## src/rtl/ivl_uvm_parity_pkg.sv

```systemverilog
// rtl/ivl_uvm_parity_pkg.sv - shared types and parity helper for the odd-parity transmitter
package ivl_uvm_parity_pkg;

    typedef enum logic [1:0] {
        BUF_EMPTY = 2'd0,
        BUF_ONE   = 2'd1,
        BUF_FULL  = 2'd2
    } buf_state_t;

    localparam int PAR_MAX_W = 64;

    // Callers zero-extend narrower words; extra zeros leave the reduction unchanged.
    function automatic logic odd_par(input logic [PAR_MAX_W-1:0] d);
        return ~^d;
    endfunction

endpackage

```

## src/rtl/ivl_uvm_parity_skid_buf.sv

```systemverilog
// rtl/ivl_uvm_parity_skid_buf.sv - 2-entry valid/ready skid buffer over {parity,data}
module ivl_uvm_parity_skid_buf
    import ivl_uvm_parity_pkg::*;
#(
    parameter int W = 5
) (
    input  logic         clock,
    input  logic         reset,
    input  logic         in_valid,
    output logic         in_ready,
    input  logic [W-1:0] in_data,
    output logic         out_valid,
    input  logic         out_ready,
    output logic [W-1:0] out_data
);

    buf_state_t   state_q, state_d;
    logic [W-1:0] head_q, head_d;
    logic [W-1:0] tail_q, tail_d;
    logic         push, pop;

    assign in_ready  = !reset && (state_q != BUF_FULL);
    assign out_valid = (state_q != BUF_EMPTY);
    assign out_data  = head_q;
    assign push      = in_valid && in_ready;
    assign pop       = out_valid && out_ready;

    always_comb begin
        state_d = state_q;
        head_d  = head_q;
        tail_d  = tail_q;
        case (state_q)
            BUF_EMPTY: begin
                if (push) begin
                    head_d  = in_data;
                    state_d = BUF_ONE;
                end
            end
            BUF_ONE: begin
                if (push && pop) begin
                    head_d = in_data;
                end else if (push) begin
                    tail_d  = in_data;
                    state_d = BUF_FULL;
                end else if (pop) begin
                    state_d = BUF_EMPTY;
                end
            end
            BUF_FULL: begin
                // No push is possible here because in_ready is low.
                if (pop) begin
                    head_d  = tail_q;
                    state_d = BUF_ONE;
                end
            end
            default: state_d = BUF_EMPTY;
        endcase
    end

    always_ff @(posedge clock) begin
        if (reset) begin
            state_q <= BUF_EMPTY;
            head_q  <= {1'b1, {(W-1){1'b0}}};
            tail_q  <= '0;
        end else begin
            state_q <= state_d;
            head_q  <= head_d;
            tail_q  <= tail_d;
        end
    end

endmodule

```

## src/rtl/ivl_uvm_odd_parity_tx.sv

```systemverilog
// rtl/ivl_uvm_odd_parity_tx.sv - odd-parity word transmitter; IVL_UVM_ODD_PARITY_INJ_EN enables fault injection
module ivl_uvm_odd_parity_tx
    import ivl_uvm_parity_pkg::*;
#(
    parameter int WIDTH      = 4,
    parameter int INJ_PERIOD = 8,
    parameter int CNT_W      = 16
) (
    input  logic             clock,
    input  logic             reset,
    input  logic             in_valid,
    output logic             in_ready,
    input  logic [WIDTH-1:0] in_data,
    input  logic             inj_enable,
    output logic             out_valid,
    input  logic             out_ready,
    output logic [WIDTH-1:0] out_data,
    output logic             out_parity,
    output logic [CNT_W-1:0] word_cnt,
    output logic [CNT_W-1:0] inj_cnt
);

    logic             accept;
    logic             flip;
    logic [WIDTH:0]   coded;
    logic [WIDTH:0]   head;
    logic [CNT_W-1:0] word_cnt_q, word_cnt_d;

    assign accept = in_valid && in_ready;

`ifdef IVL_UVM_ODD_PARITY_INJ_EN
    logic [CNT_W-1:0] per_q, per_d;
    logic [CNT_W-1:0] inj_cnt_q, inj_cnt_d;

    always_comb begin
        per_d     = per_q;
        inj_cnt_d = inj_cnt_q;
        flip      = 1'b0;
        if (accept && inj_enable) begin
            if (per_q == CNT_W'(INJ_PERIOD - 1)) begin
                flip      = 1'b1;
                per_d     = '0;
                inj_cnt_d = inj_cnt_q + CNT_W'(1);
            end else begin
                per_d = per_q + CNT_W'(1);
            end
        end
    end

    always_ff @(posedge clock) begin
        if (reset) begin
            per_q     <= '0;
            inj_cnt_q <= '0;
        end else begin
            per_q     <= per_d;
            inj_cnt_q <= inj_cnt_d;
        end
    end

    assign inj_cnt = inj_cnt_q;
`else
    logic unused_inj_enable;
    assign unused_inj_enable = inj_enable;
    assign flip              = 1'b0;
    assign inj_cnt           = '0;
`endif

    // Parity is fixed at acceptance and travels with the word through the buffer.
    assign coded = {odd_par(PAR_MAX_W'(in_data)) ^ flip, in_data};

    ivl_uvm_parity_skid_buf #(.W(WIDTH + 1)) u_buf (
        .clock     (clock),
        .reset     (reset),
        .in_valid  (in_valid),
        .in_ready  (in_ready),
        .in_data   (coded),
        .out_valid (out_valid),
        .out_ready (out_ready),
        .out_data  (head)
    );

    assign out_parity = head[WIDTH];
    assign out_data   = head[WIDTH-1:0];

    always_comb begin
        word_cnt_d = word_cnt_q;
        if (out_valid && out_ready) begin
            word_cnt_d = word_cnt_q + CNT_W'(1);
        end
    end

    always_ff @(posedge clock) begin
        if (reset) begin
            word_cnt_q <= '0;
        end else begin
            word_cnt_q <= word_cnt_d;
        end
    end

    assign word_cnt = word_cnt_q;

endmodule

```

## config.mk

```make
export PLATFORM = sky130hd
export DESIGN_NAME = ivl_uvm_odd_parity_tx
export DESIGN_NICKNAME = d
export VERILOG_FILES = /design/src/rtl/ivl_uvm_parity_pkg.sv /design/src/rtl/ivl_uvm_parity_skid_buf.sv /design/src/rtl/ivl_uvm_odd_parity_tx.sv
export SDC_FILE = /design/constraint.sdc
export NUM_CORES = 1
export LEC_CHECK = 0
export BUFFER_PORTS_ARGS = -buffer_cell sky130_fd_sc_hd__buf_2
export CORE_MARGIN = 2
export CORE_UTILIZATION = 30
export CTS_BUF_LIST = sky130_fd_sc_hd__clkbuf_2 sky130_fd_sc_hd__clkbuf_4 sky130_fd_sc_hd__clkbuf_8
export DETAILED_ROUTE_END_ITERATION = 8
export HOLD_SLACK_MARGIN = 0.06
export PLACE_DENSITY_LB_ADDON = 0.12
export SYNTH_ARGS = -nofsm -noshare
export SYNTH_HDL_FRONTEND = slang
export SYNTH_SLANG_ARGS = --single-unit
```

## constraint.sdc

```tcl
create_clock -name clock -period 4.74 [get_ports clock]
set_input_delay 0 -clock clock [delete_from_list [all_inputs] [get_ports clock]]
set_output_delay 0 -clock clock [all_outputs]
set_load 0.01 [all_outputs]
```

==> reports/qor.yml <==
yosysMostFrequentCell: "dfxtp_1"
gp_congestion: 0.725
synth-async-reset-ratio: 0
crit_path_top_delay_cell: "dfxtp_1"
timing.fmax_ghz: 0.512
firstDrtPassIters: 4
grt_pass1_vias: 1129
rows: 25
fillers: 512
cts_buffers: 3
num-nets-final: 208
drc_errors: 0
final_max_slew_viol_count: 0
cp_max_fo: 11
critical-path-max-stage-delay_ns: 0.63
layout-drive-gt1-share: 0.214
start_util: 0.309
grt_usage: 0.117
leakagePower_nw: 0.668
worstSetupPathType: "reg2reg"
synth_common_cells: "dfxtp_1 (28), nor2_1 (24), buf_4 (16)"
status: "finished, final reports clean"
crit_chain: "o21ai_4 -> or3_4 -> or4_1 -> a21oi_1"
power_w: 0.000425
drt.antenna.violating_nets: 0
areaGrowthSynthToFinish_pct: 13.3
ctsResizeCount: 0
crit_required_ns: 4.94
wl_mm: 2.98
post_cts_buffers: 0
die_y_um: 73.6
drt_first_iter_violations: 49
dieWidth_um: 73.6
cts_hold_buf: 4
drt-met1-wl_mm: 1.42
cp-start-kind: "flip-flop"
vias_per_cell: 4.77
cts_sinks: 28
worstSetupEndpointType: "flip-flop"
worstMarginPinSlew_ns: 0.714
relSlewSlack: 0.521
rsz0062_at_grt: "no"
synth_warnings: 0
num_antenna_cells: 0
num_vias: 1193
syn_avg_cell_area_um2: 8.69
cts-root-buf: "clkbuf_8"
yosysTopAreaCell: "dfxtp_1"
synth_edf_count: 0
seq_area_frac_synth: 0.386
synth_flop_cell: "dfxtp_1"
wl_per_cell_um: 11.9
cts_tree: "done"
worst_clock_skew_ns: 0.00408
dp.final_hpwl_mm: 2.16
min_period_over_period: 0.412
htreeDepth: 1
dr_wl_met3_um: 132
yosys.area.top_type_share: 0.386
die_area_um2: 5410
tns_ns: 0
yosys-top-cells-area: "dfxtp_1 (39%), buf_4 (8.3%), nor2_1 (6.2%), xnor2_1 (6.0%), mux2i_1 (5.5%)"
cts_buffer_depth: 2
synthDistinctLibCells: 39
top_layer: "met4"
ir_drop_mv: 0.104
clk_latency_ns: 0.27
min_period_ns: 1.95
grt_overflow_total: 0
crit_buf_inv: 0
grt_pass1_wl_mm: 4.99
maxCapViolCount: 0
port_buffers: 30
antenna_found_initial: 0
netlist_area_um2: 1450
grt_max_degree: 33
worstHoldPathType: "in2reg"
ios: 48
route.met2.wl_mm: 1.39
p_per_area_nw_per_um2: 259
core_area_um2: 4690
path_clk_slew_ns: 0.09
hold_viol: 0
netlist_instances: 167
finalSetupViolations: 0
ys_seq_elements: 28
critPathTopFamily: "simple AND/OR/NAND/NOR gates"
cp.arrival_ns: 2.15
## logic make-up (layout without fill, tap and decap cells)
logic type,after synthesis,count (layout),share of synthesized area
adder cells (fa/ha/maj),1,1,0.00862
multiplexers,8,8,0.0552
flip-flops,28,28,0.386
XOR/XNOR,12,12,0.0724
AND/OR/NAND/NOR,68,68,0.235
other,1,16,0.00258
AO/OA/AOI/OAI,22,22,0.117
buffers and inverters,27,41,0.122
## layout make-up
type | count | area (um2) | area share
repair buffers | 34 | 190 | 0.116
multi-input cells | 127 | 769 | 0.468
inverters | 4 | 15.0 | 0.00913
clock buffers | 3 | 41.3 | 0.0251
well taps | 54 | 67.6 | 0.0411
flip-flops and latches | 28 | 561 | 0.341
## worst paths after layout
| check | startpoint | endpoint | slack, ns | depth (start not counted) |
|---|---|---|---|---|
| worst max-delay path | u_buf.state_q[1] | word_cnt[15] | 2.79 | 4 |
| worst min register to register | u_buf.tail_q[2] | u_buf.out_data[2] | 0.49 | 2 |
| worst max register to register | u_buf.state_q[1] | word_cnt[15] | 2.79 | 4 |
| worst min-delay path | out_ready | u_buf.state_q[1] | 0.15 | 4 |
## cells in the final DEF (no fill, tap or decap), types with 2 or more instances in the layout
cell	netlist	routed
and4_1	2	2
a21oi_1	5	5
xnor2_1	10	10
nand2_1	14	14
or4_1	2	2
nor3_1	3	3
inv_1	4	4
nand3_1	5	5
nor2b_1	3	3
conb_1	1	16
nor4_1	4	4
mux2i_1	8	8
nor2_1	24	24
or2_2	2	2
xor2_1	2	2
buf_2	1	30
dlygate4sd3_1	0	4
clkbuf_8	0	3
or3_1	2	2
a311oi_1	4	4
dfxtp_1	28	28
nand2b_1	2	2
o21ai_0	4	4
## registers in the layout (all words and copies together) (netlist names)
| name | flops |
|---|---|
| word_cnt | 16 |
| u_buf.tail_q | 5 |
| u_buf.out_data | 5 |
| u_buf.state_q | 2 |
## per-layer routing
metal / GRT usage / up-vias
met3: 0.0165 / 4
met2: 0.205 / 34
met1: 0.145 / 557
met5: 0 / -
met4: 0.0424 / 0
li1: - / 598
## power by group
group,internal (W),switching (W)
Combinational,0.0000204,0.0000301
Clock,0.0000570,0.0000710
Sequential,0.000241,0.00000545
Total,0.000318,0.000107
## per-stage QoR
| stage | instances | hold slack (ns) | instance area [um2] | worst slack, ns | util |
|---|---|---|---|---|---|
| 4_1_cts | 250 | 0.143 | 1640 | 2.78 | 0.350 |
| 2_1_floorplan | 182 | 0.147 | 1510 | 3.00 | - |
| 5_1_grt | 250 | 0.173 | 1640 | 2.70 | 0.350 |
| 3_5_place_dp | 243 | 0.295 | 1560 | 2.80 | 0.333 |
| 3_3_place_gp | 243 | 0.276 | 1560 | 2.89 | 0.333 |
| 6_report | 250 | 0.154 | 1640 | 2.79 | 0.350 |
## worst min-delay path: cells and delay by family
family,cells,cell delay (ns)
and+or+nand+nor,3,0.19
buffers and inverters,1,0.18
(Power assumes the default switching activity.)
